**src/rtl/uart_pkg.sv**
```systemverilog
// Shared types and constants for the buffered UART controller.
// Imported by the FIFO and the top level.
package uart_pkg;

  localparam int UART_WORD_SIZE = 8;

  localparam int OVF_DROP      = 0;
  localparam int OVF_OVERWRITE = 1;

  typedef enum logic [0:0] {
    IDLE = 1'b0,
    BUSY = 1'b1
  } tx_state_t;

endpackage

```
**src/rtl/uart_sync_fifo.sv**
```systemverilog
// Single-clock ring FIFO with explicit pointer wrap, any depth >= 2.
// When full, a push without a pop is dropped or overwrites the oldest entry.
module uart_sync_fifo
  import uart_pkg::*;
#(
  parameter  int WIDTH     = UART_WORD_SIZE,
  parameter  int DEPTH     = 16,
  parameter  int OVERWRITE = OVF_DROP,
  localparam int CW        = $clog2(DEPTH + 1),
  localparam int PW        = $clog2(DEPTH)
) (
  input  logic             clk,
  input  logic             rst,
  input  logic             push_i,
  input  logic             pop_i,
  input  logic [WIDTH-1:0] din_i,
  output logic [WIDTH-1:0] dout_o,
  output logic [CW-1:0]    count_o,
  output logic             full_o,
  output logic             empty_o,
  output logic             ovf_evt_o
);

  logic [WIDTH-1:0] mem_q [DEPTH];
  logic [PW-1:0]    wr_q, wr_d;
  logic [PW-1:0]    rd_q, rd_d;
  logic [CW-1:0]    cnt_q, cnt_d;
  logic             do_pop;
  logic             do_wr;

  function automatic logic [PW-1:0] nxt(input logic [PW-1:0] p);
    return (p == PW'(DEPTH - 1)) ? '0 : p + 1'b1;
  endfunction

  assign full_o    = (cnt_q == CW'(DEPTH));
  assign empty_o   = (cnt_q == '0);
  assign count_o   = cnt_q;
  assign dout_o    = mem_q[rd_q];
  assign do_pop    = pop_i && !empty_o;
  assign ovf_evt_o = push_i && full_o && !do_pop;
  assign do_wr     = push_i && (!ovf_evt_o || (OVERWRITE != 0));

  always_comb begin
    wr_d  = wr_q;
    rd_d  = rd_q;
    cnt_d = cnt_q;
    if (do_wr) wr_d = nxt(wr_q);
    // An overwrite pushes the oldest entry out, so the head moves too
    if (do_pop || (do_wr && ovf_evt_o)) rd_d = nxt(rd_q);
    if (do_wr && !do_pop && !full_o) cnt_d = cnt_q + 1'b1;
    else if (do_pop && !do_wr) cnt_d = cnt_q - 1'b1;
  end

  always_ff @(posedge clk) begin
    if (rst) begin
      wr_q  <= '0;
      rd_q  <= '0;
      cnt_q <= '0;
    end else begin
      wr_q  <= wr_d;
      rd_q  <= rd_d;
      cnt_q <= cnt_d;
    end
  end

  always_ff @(posedge clk) begin
    if (do_wr) mem_q[wr_q] <= din_i;
  end

endmodule

```
**src/rtl/uart_buffered_ctrl.sv**
```systemverilog
// Buffered UART controller: host valid/ready side, engine level/pulse side,
// RX/TX ring FIFOs, overflow policy and occupancy status.
module uart_buffered_ctrl
  import uart_pkg::*;
#(
  parameter  int WORD_SIZE   = UART_WORD_SIZE,
  parameter  int RX_DEPTH    = 16,
  parameter  int TX_DEPTH    = 16,
  parameter  int RX_OVF_MODE = OVF_DROP,
  parameter  int RX_AFULL    = RX_DEPTH - 4,
  localparam int RCW         = $clog2(RX_DEPTH + 1),
  localparam int TCW         = $clog2(TX_DEPTH + 1)
) (
  input  logic                 clk,
  input  logic                 rst,
  input  logic [WORD_SIZE-1:0] tx_wdata,
  input  logic                 tx_wvalid,
  output logic                 tx_wready,
  output logic [WORD_SIZE-1:0] rx_rdata,
  output logic                 rx_rvalid,
  input  logic                 rx_rready,
  input  logic [WORD_SIZE-1:0] rxc_data,
  input  logic                 rxc_valid,
  output logic                 rxc_ack,
  output logic [WORD_SIZE-1:0] txc_data,
  output logic                 txc_send,
  input  logic                 txc_done,
  input  logic                 clr_ovf,
  output logic [RCW-1:0]       rx_count,
  output logic [TCW-1:0]       tx_count,
  output logic                 rx_overflow,
  output logic                 rx_almost_full,
  output logic                 tx_idle
);

  logic                 ack_q, ack_d;
  logic                 ovf_q, ovf_d;
  logic                 rx_push;
  logic                 rx_empty;
  logic                 rx_ovf_evt;
  logic                 rx_full_unused;
  logic                 tx_push;
  logic                 tx_pop;
  logic                 tx_full;
  logic                 tx_empty;
  logic                 tx_ovf_unused;
  logic [WORD_SIZE-1:0] tx_head;
  tx_state_t            st_q, st_d;
  logic                 send_q, send_d;
  logic [WORD_SIZE-1:0] txd_q, txd_d;

  // The engine holds valid until it sees ack, so skip the ack cycle
  assign rx_push = rxc_valid && !ack_q;
  assign ack_d   = rx_push;
  assign ovf_d   = rx_ovf_evt ? 1'b1 : (clr_ovf ? 1'b0 : ovf_q);

  uart_sync_fifo #(
    .WIDTH     (WORD_SIZE),
    .DEPTH     (RX_DEPTH),
    .OVERWRITE (RX_OVF_MODE)
  ) u_rx_fifo (
    .clk       (clk),
    .rst       (rst),
    .push_i    (rx_push),
    .pop_i     (rx_rready),
    .din_i     (rxc_data),
    .dout_o    (rx_rdata),
    .count_o   (rx_count),
    .full_o    (rx_full_unused),
    .empty_o   (rx_empty),
    .ovf_evt_o (rx_ovf_evt)
  );

  assign tx_wready = !tx_full;
  assign tx_push   = tx_wvalid && !tx_full;

  uart_sync_fifo #(
    .WIDTH     (WORD_SIZE),
    .DEPTH     (TX_DEPTH),
    .OVERWRITE (OVF_DROP)
  ) u_tx_fifo (
    .clk       (clk),
    .rst       (rst),
    .push_i    (tx_push),
    .pop_i     (tx_pop),
    .din_i     (tx_wdata),
    .dout_o    (tx_head),
    .count_o   (tx_count),
    .full_o    (tx_full),
    .empty_o   (tx_empty),
    .ovf_evt_o (tx_ovf_unused)
  );

  always_comb begin
    st_d   = st_q;
    send_d = send_q;
    txd_d  = txd_q;
    tx_pop = 1'b0;
    unique case (st_q)
      IDLE: begin
        if (!tx_empty) begin
          tx_pop = 1'b1;
          txd_d  = tx_head;
          send_d = 1'b1;
          st_d   = BUSY;
        end
      end
      BUSY: begin
        if (txc_done) begin
          send_d = 1'b0;
          st_d   = IDLE;
        end
      end
      default: st_d = IDLE;
    endcase
  end

  always_ff @(posedge clk) begin
    if (rst) begin
      ack_q  <= 1'b0;
      ovf_q  <= 1'b0;
      st_q   <= IDLE;
      send_q <= 1'b0;
      txd_q  <= '0;
    end else begin
      ack_q  <= ack_d;
      ovf_q  <= ovf_d;
      st_q   <= st_d;
      send_q <= send_d;
      txd_q  <= txd_d;
    end
  end

  assign rxc_ack        = ack_q;
  assign txc_send       = send_q;
  assign txc_data       = txd_q;
  assign rx_overflow    = ovf_q;
  assign rx_rvalid      = !rx_empty;
  assign rx_almost_full = (rx_count >= RCW'(RX_AFULL));
  assign tx_idle        = tx_empty && (st_q == IDLE);

endmodule

```
**config.mk**
```make
export PLATFORM = sky130hd
export DESIGN_NAME = uart_buffered_ctrl
export DESIGN_NICKNAME = d
export VERILOG_FILES = /design/src/rtl/uart_pkg.sv /design/src/rtl/uart_sync_fifo.sv /design/src/rtl/uart_buffered_ctrl.sv
export SDC_FILE = /design/constraint.sdc
export NUM_CORES = 1
export LEC_CHECK = 0
export CORE_MARGIN = 5
export CORE_UTILIZATION = 35
export CTS_CLUSTER_SIZE = 25
export DETAILED_ROUTE_END_ITERATION = 12
export SLEW_MARGIN = 20
export SYNTH_ARGS = -nofsm -noshare
export SYNTH_HDL_FRONTEND = slang
export SYNTH_HIERARCHICAL = 1
export SYNTH_SLANG_ARGS = --single-unit
```
**constraint.sdc**
```tcl
create_clock -name clk -period 6.2 [get_ports clk]
set_input_delay 0.93 -clock clk [delete_from_list [all_inputs] [get_ports clk]]
set_output_delay 0.93 -clock clk [all_outputs]
set_load 0.02 [all_outputs]
```
* Yosys cells after proc, flatten, opt, wreduce, memory -nomap -nowiden
Memory sizes are Yosys's and may differ from the RTL's. A register that Yosys moved wholly into a read port is not among the register bits. Cells that the tools add are included.
Operators by class: mux-type cells 23, bitwise logic cells 2, reduce and logical (&&, ||, !) cells 39, add/sub/neg operators 8, equal/unequal tests 8, order comparisons 1
Operators by type and width (number):
- two-way mux 4 bit | 6
- two-way mux 5 bit | 4
- logical AND 1 bit | 19
- adder 4 x 1 -> 4 bit (second input constant) | 4
- equality test 4 bit (second input constant) | 4
- zero test 1 bit | 11
- two-way mux 1 bit | 11
- adder 5 x 1 -> 5 bit (second input constant) | 2
- equality test 5 bit (second input constant) | 2
- zero test 5 bit | 2
- subtractor 5 x 1 -> 5 bit (second input constant) | 2
- nonzero test 2 bit | 3
- greater-or-equal comparator 5 x 4 -> 1 bit (second input constant) | 1
- inequality test 2 bit (second input constant) | 2
- one-hot mux 1 bit (2 select lines) | 2
- AND reduction 2 bit | 2
- logical OR 1 bit | 2
- NOT 1 bit | 2
Storage, ports and cells: RAM bits 256, bits of input ports 23, register bits after elaboration 30, word-level logic and storage cells 93, output and inout port bits 33, memories kept 2
Memories:
- u_rx_fifo.mem_q | depth 16, bits a word 8, rd ports 1, clocked after memory_dff 1, write ports 1, line uart_sync_fifo.sv:24 | logic [WIDTH-1:0] mem_q [DEPTH];
- u_tx_fifo.mem_q | depth 16, bits a word 8, rd ports 1, clocked after memory_dff 1, write ports 1, line uart_sync_fifo.sv:24

* Logic depth before layout (Yosys ltp)
depth in word-level cells 12, gate-level depth with buffers 13, mapped depth without buffers 11

* Cells and area by module
Netlist, hierarchy kept.
By module, submodules not included:
- uart_sync_fifo | seq. area each 4184.0 um2, cells an instance 325, area an instance 5880.6 um2, times used 2
- uart_buffered_ctrl | seq. area each 240.2 um2, cells an instance 54, area an instance 508.0 um2, times used 1

* Worst setup path after synthesis
Ideal clock, no wire load.
kind register to register, start point reg u_tx_fifo.cnt_q[2], in the netlist u_tx_fifo/count_o[2], end point reg u_tx_fifo.cnt_q[4], in the netlist u_tx_fifo/count_o[4], required time 6126 ps, setup time 74 ps, buffers on the path 2, path slack 2743 ps, cell stages (with the launch flop) 14, clock period less this slack 3457 ps, arrival 3382 ps, cells stage by stage dfxtp_1 -> or4_1 -> buf_6 -> nor2_1 -> buf_4 -> nor2_1 -> nor2b_1 -> mux2i_1 -> inv_1 -> fa_1 -> nand3b_1 -> a21bo_2 -> a21o_1 -> a31oi_1
On the way: longest elaborated chain between the ends 11, elaborated cells on any way between the ends 22, classes of those cells 2 x add/sub; 1 x eq/ne; 4 x mux; 15 x reduce/logical
RTL lines:
- start, declared | line uart_sync_fifo.sv:27 | logic [CW-1:0] cnt_q, cnt_d;
- start signal, assigned | line uart_sync_fifo.sv:62 | cnt_q <= cnt_d;
- zero test 5 bit * | line uart_sync_fifo.sv:36 | assign empty_o = (cnt_q == '0);
- via tx_empty | line uart_buffered_ctrl.sv:45 | logic tx_empty;
- two-way mux 1 bit * | line uart_buffered_ctrl.sv:101 | if (!tx_empty) begin
- two-way mux 1 bit * | line uart_buffered_ctrl.sv:99 | unique case (st_q)
- via tx_pop | line uart_buffered_ctrl.sv:43 | logic tx_pop;
- logical AND 1 bit * | line uart_sync_fifo.sv:39 | assign do_pop = pop_i && !empty_o;
- zero test 1 bit | line uart_sync_fifo.sv:40, uart_sync_fifo.sv:50
- logical AND 1 bit | line uart_sync_fifo.sv:40 | assign ovf_evt_o = push_i && full_o && !do_pop;
- zero test 1 bit | line uart_sync_fifo.sv:41 | assign do_wr = push_i && (!ovf_evt_o || (OVERWRITE != 0));
- logical AND 1 bit | line uart_sync_fifo.sv:41
- logical AND 1 bit or zero test 1 bit (tied branches) | line uart_sync_fifo.sv:50, uart_sync_fifo.sv:51
- logical AND 1 bit (on tied branches) | line uart_sync_fifo.sv:50, uart_sync_fifo.sv:51
- two-way mux 5 bit or nonzero test 2 bit (tied branches)
The timed path passes the listed nets; every way through them passes the cells marked *. The select of a mux whose other input is x is not followed. A chain may end at the register's enable or synchronous reset.

* Final worst setup path
start point reg u_tx_fifo.cnt_q[0], in the netlist u_tx_fifo/count_o[0], end point out tx_idle
On the way: longest elaborated chain between the ends 2
RTL lines:
- zero test 5 bit | line uart_sync_fifo.sv:36
- via tx_empty | line uart_buffered_ctrl.sv:45
- logical AND 1 bit | line uart_buffered_ctrl.sv:140 | assign tx_idle = tx_empty && (st_q == IDLE);
- end, declared | line uart_buffered_ctrl.sv:33 | output logic tx_idle
The timed path passes the listed nets, and every way through them passes these cells.

==> impl_results.html <==
<table>
<tr><th>Metric</th><th>Value</th></tr>
<tr><th colspan="2">Timing</th></tr>
<tr><td>Final number of max-transition violations</td><td>0</td></tr>
<tr><td>Final worst path period share</td><td>0.7044</td></tr>
<tr><td>Hold Violations, Final</td><td>0</td></tr>
<tr><td>Final Skew</td><td>0.02452 ns</td></tr>
<tr><td>Final setup TNS</td><td>0 ns</td></tr>
<tr><td>Transition at the pin with the smallest max-transition slack</td><td>about 1 ns</td></tr>
<tr><td>Setup violation total in the final timing report</td><td>0</td></tr>
<tr><td>Minimum clock period</td><td>4.368 ns</td></tr>
<tr><td>Max Fclk</td><td>approximately 230 MHz</td></tr>
<tr><td>Worst slew margin relative to its limit</td><td>0.3432</td></tr>
<tr><td>Unrepaired setup endpoints after global routing</td><td>false</td></tr>
<tr><th colspan="2">Layout</th></tr>
<tr><td>Final nets</td><td>811</td></tr>
<tr><td>Fraction of final layout cells sized beyond drive strength 1</td><td>0.1881</td></tr>
<tr><td>Layout filler cell count</td><td>3124</td></tr>
<tr><td>Number of antenna cells inserted</td><td>0</td></tr>
<tr><td>Area growth from synthesis to layout</td><td>16.44%</td></tr>
<tr><td>Non-filler cells, final</td><td>between 1000 and 1500</td></tr>
<tr><th colspan="2">Floorplanning</th></tr>
<tr><td>Top-Level Pins</td><td>56</td></tr>
<tr><td>Area of the core</td><td>around 0.035 mm2</td></tr>
<tr><td>Placement Rows</td><td>68</td></tr>
<tr><td>Vert. Die Dim</td><td>197.1 um</td></tr>
<tr><td>Initial Util</td><td>0.3548</td></tr>
<tr><td>Chip Width</td><td>197.1 um</td></tr>
<tr><td>Die Footprint</td><td>between 0.03 and 0.04 mm2</td></tr>
<tr><th colspan="2">Critical path</th></tr>
<tr><td>Maximum fanout along the worst path</td><td>18</td></tr>
<tr><td>Critical R2R Capture</td><td>u_tx_fifo/count_o[4]$_SDFFE_PP0P_</td></tr>
<tr><td>Slowest cell delay on critical path</td><td>0.84 ns</td></tr>
<tr><td>Worst path buffer plus inverter count</td><td>1</td></tr>
<tr><td>Critical Path Start</td><td>u_tx_fifo/count_o[0]$_SDFFE_PP0P_</td></tr>
<tr><td>Critical-path cell with the highest stage delay</td><td>nor2_1</td></tr>
<tr><td>Worst setup path endpoint</td><td>tx_idle</td></tr>
<tr><td>Cell breakdown of the critical path</td><td>or4_1, nor2_1, and2b_1, clkdlybuf4s50_1</td></tr>
<tr><td>Category of the worst setup path capture point</td><td>output pin</td></tr>
<tr><td>CP Launch Type</td><td>register</td></tr>
<tr><td>Worst Setup Path Type</td><td>reg -&gt; out</td></tr>
<tr><td>Register-to-register path setup slack</td><td>between 2 and 2.5 ns</td></tr>
<tr><td>Critical register-to-register path startpoint</td><td>u_tx_fifo/count_o[0]$_SDFFE_PP0P_</td></tr>
<tr><td>Cell count along the critical path</td><td>4</td></tr>
<tr><td>CP delay by family, top</td><td>simple AND/OR/NAND/NOR gates</td></tr>
<tr><td>Data required time of the worst path</td><td>5.27 ns</td></tr>
<tr><td>Number of cells on the worst reg-to-reg path</td><td>10</td></tr>
<tr><td>Arrival time at the worst endpoint</td><td>3.44 ns</td></tr>
<tr><th colspan="2">Clock network</th></tr>
<tr><td>Clock latency reported for the late side of the worst-skew pair</td><td>0.57 ns</td></tr>
<tr><td>Master cell of the clock root buffer</td><td>clkbuf_16</td></tr>
<tr><td>Number of buffers created by CTS</td><td>31</td></tr>
<tr><td>Level count of the clock H-tree</td><td>1</td></tr>
<tr><td>Cells resized by post-CTS repair</td><td>0</td></tr>
<tr><td>Longest Clk Path Bufs</td><td>3</td></tr>
<tr><td>Clock tree from TritonCTS</td><td>yes</td></tr>
<tr><td>Clock sinks</td><td>302</td></tr>
<tr><td>Setup bufs post-CTS</td><td>0</td></tr>
<tr><td>Number of buffers added to fix hold violations after cts</td><td>0</td></tr>
<tr><td>Clock transition at path regs</td><td>0.06 ns</td></tr>
<tr><th colspan="2">Detailed routing</th></tr>
<tr><td>Remaining number of nets flagged by the antenna check after routing</td><td>0</td></tr>
<tr><td>Routed WL per cell</td><td>19.92 um</td></tr>
<tr><td>Number of DRC violations after detailed-routing iteration 0</td><td>399</td></tr>
<tr><td>Total Routed Length</td><td>between 20 and 25 mm</td></tr>
<tr><td>Via count</td><td>approximately 6400</td></tr>
<tr><td>Number of remaining DRC errors</td><td>0</td></tr>
<tr><td>Detailed-route vias per instance</td><td>5.123</td></tr>
<tr><td>Pre-Repair DR Iteration Count</td><td>5</td></tr>
<tr><th colspan="2">Global routing</th></tr>
<tr><td>Number of antenna violations at the first check in global routing</td><td>0</td></tr>
<tr><td>Vias in the first global route</td><td>approximately 6500</td></tr>
<tr><td>Combined global-route utilization of all metal layers</td><td>0.1271</td></tr>
<tr><td>Pin count of the biggest net entering global routing</td><td>45</td></tr>
<tr><td>Wire length of the first global-routing pass</td><td>38.96 mm</td></tr>
<tr><td>Global-route congestion overflow total</td><td>0</td></tr>
<tr><th colspan="2">Place</th></tr>
<tr><td>IO Port Bufs</td><td>55</td></tr>
<tr><td>Final Wtd Congestion</td><td>roughly 0.78</td></tr>
<tr><td>Placed cells</td><td>1190</td></tr>
<tr><td>HPWL after detailed placement</td><td>15.72 mm</td></tr>
<tr><th colspan="2">Pwr</th></tr>
<tr><td>Maximum VDD drop</td><td>281.0 uV</td></tr>
<tr><td>Power per Cell Area</td><td>385.3 mW/mm2</td></tr>
<tr><td>Leakage power of the design</td><td>4.568 nW</td></tr>
<tr><th colspan="2">Logic synthesis</th></tr>
<tr><td>Synthesized netlist net count</td><td>745</td></tr>
<tr><td>Yosys warnings</td><td>6</td></tr>
<tr><td>Number of instances in the synthesized netlist</td><td>about 700</td></tr>
<tr><td>Mapped Avg Cell Area</td><td>17.46 um2</td></tr>
<tr><td>Cell area after synthesis</td><td>0.01226 mm2</td></tr>
<tr><th colspan="2">Job</th></tr>
<tr><td># Max-Cap Violations</td><td>0</td></tr>
<tr><th colspan="2">Run status</th></tr>
<tr><td>Result of the run</td><td>finished clean</td></tr>
<tr><th colspan="2">Min path</th></tr>
<tr><td>Hold WC Path Type</td><td>reg -&gt; reg</td></tr>
</table>
[layer usage]
| metal | wire length, um | global-route usage | up-vias |
|---|---|---|---|
| met5 | 0 | 0 | - |
| met4 | 469 | 0.02722 | 0 |
| met3 | 1262 | 0.02183 | 35 |
| met2 | 12030 | 0.2080 | 143 |
| met1 | 11080 | 0.1802 | 3276 |
| li1 | - | - | 2934 |
[sequential cells by signal, indices dropped and copies added (netlist names), named ones only]
signal and count:
u_tx_fifo/mem_q 128, rxc_ack 1, st_q 1, u_rx_fifo/rd_q 4
u_rx_fifo/wr_q 4, txc_data 8, rx_overflow 1, txc_send 1
u_tx_fifo/count_o 5, u_rx_fifo/count_o 5, u_rx_fifo/mem_q 128, u_tx_fifo/rd_q 4
u_tx_fifo/wr_q 4
[power by group]
group	leakage, nW	switching [mW]	internal, mW
registers	2.69	0.111	2.31
logic	1.40	0.720	0.611
clock network	0.476	0.749	1.00
total	4.57	1.58	3.92
[worst min-delay path: stages (launching register included)]
cell and delay (ns):
dfxtp_1 0.31, nand2b_1 0.07, a21oi_1 0.06
[per-stage QoR]
step                      area (um2)  hold slack, ns  total power [mW]  worst slack, ns  utilization
after floorplan                12260          0.4754             3.393            2.784            -
after global placement         13300          0.4680             3.795            2.179       0.3850
after detailed placement       13310          0.4763             3.809            2.072       0.3853
after CTS                      14270          0.4886             5.571            1.773       0.4130
after global routing           14270          0.5165             5.779            1.564       0.4131
final                          14270          0.4786             5.498            1.832       0.4131
[final cells by class]
type	count	area (um2)	area share
Inverter	15	56.30	0.003945
Tap cell	455	569.3	0.03989
Sequential cell	302	8611	0.6034
Clock inverter	20	158.9	0.01113
Clock buffer	37	798.3	0.05594
Multi-Input combinational cell	353	3457	0.2422
Timing Repair Buffer	65	620.6	0.04349
[placed cells by master (no fill, tap or decap), types with 18 or more instances in the layout]
cell / count
edfxtp_1: 256
mux4_2: 64
clkdlybuf4s50_1: 54
dfxtp_1: 44
nor2_1: 40
a22oi_1: 32
nand2_1: 32
clkbuf_16: 31
a21oi_1: 27
ha_1: 18
[how the worst min path moves through the flow]
stage          slack (ns)                        to                            from  cells after the start
3_3_place_gp         0.47  rx_overflow$_SDFFE_PP0P_        rx_overflow$_SDFFE_PP0P_                      2
2_1_floorplan        0.48                  register  u_rx_fifo/rd_q[0]$_SDFFE_PP0N_                      2
4_1_cts              0.49  rx_overflow$_SDFFE_PP0P_        rx_overflow$_SDFFE_PP0P_                      2
6_report             0.48  rx_overflow$_SDFFE_PP0P_        rx_overflow$_SDFFE_PP0P_                      2
5_1_grt              0.52  txc_data[7]$_SDFFE_PP0P_        txc_data[7]$_SDFFE_PP0P_                      2
3_5_place_dp         0.48  rx_overflow$_SDFFE_PP0P_        rx_overflow$_SDFFE_PP0P_                      2
Note: power is estimated with default switching activity, not from simulation.
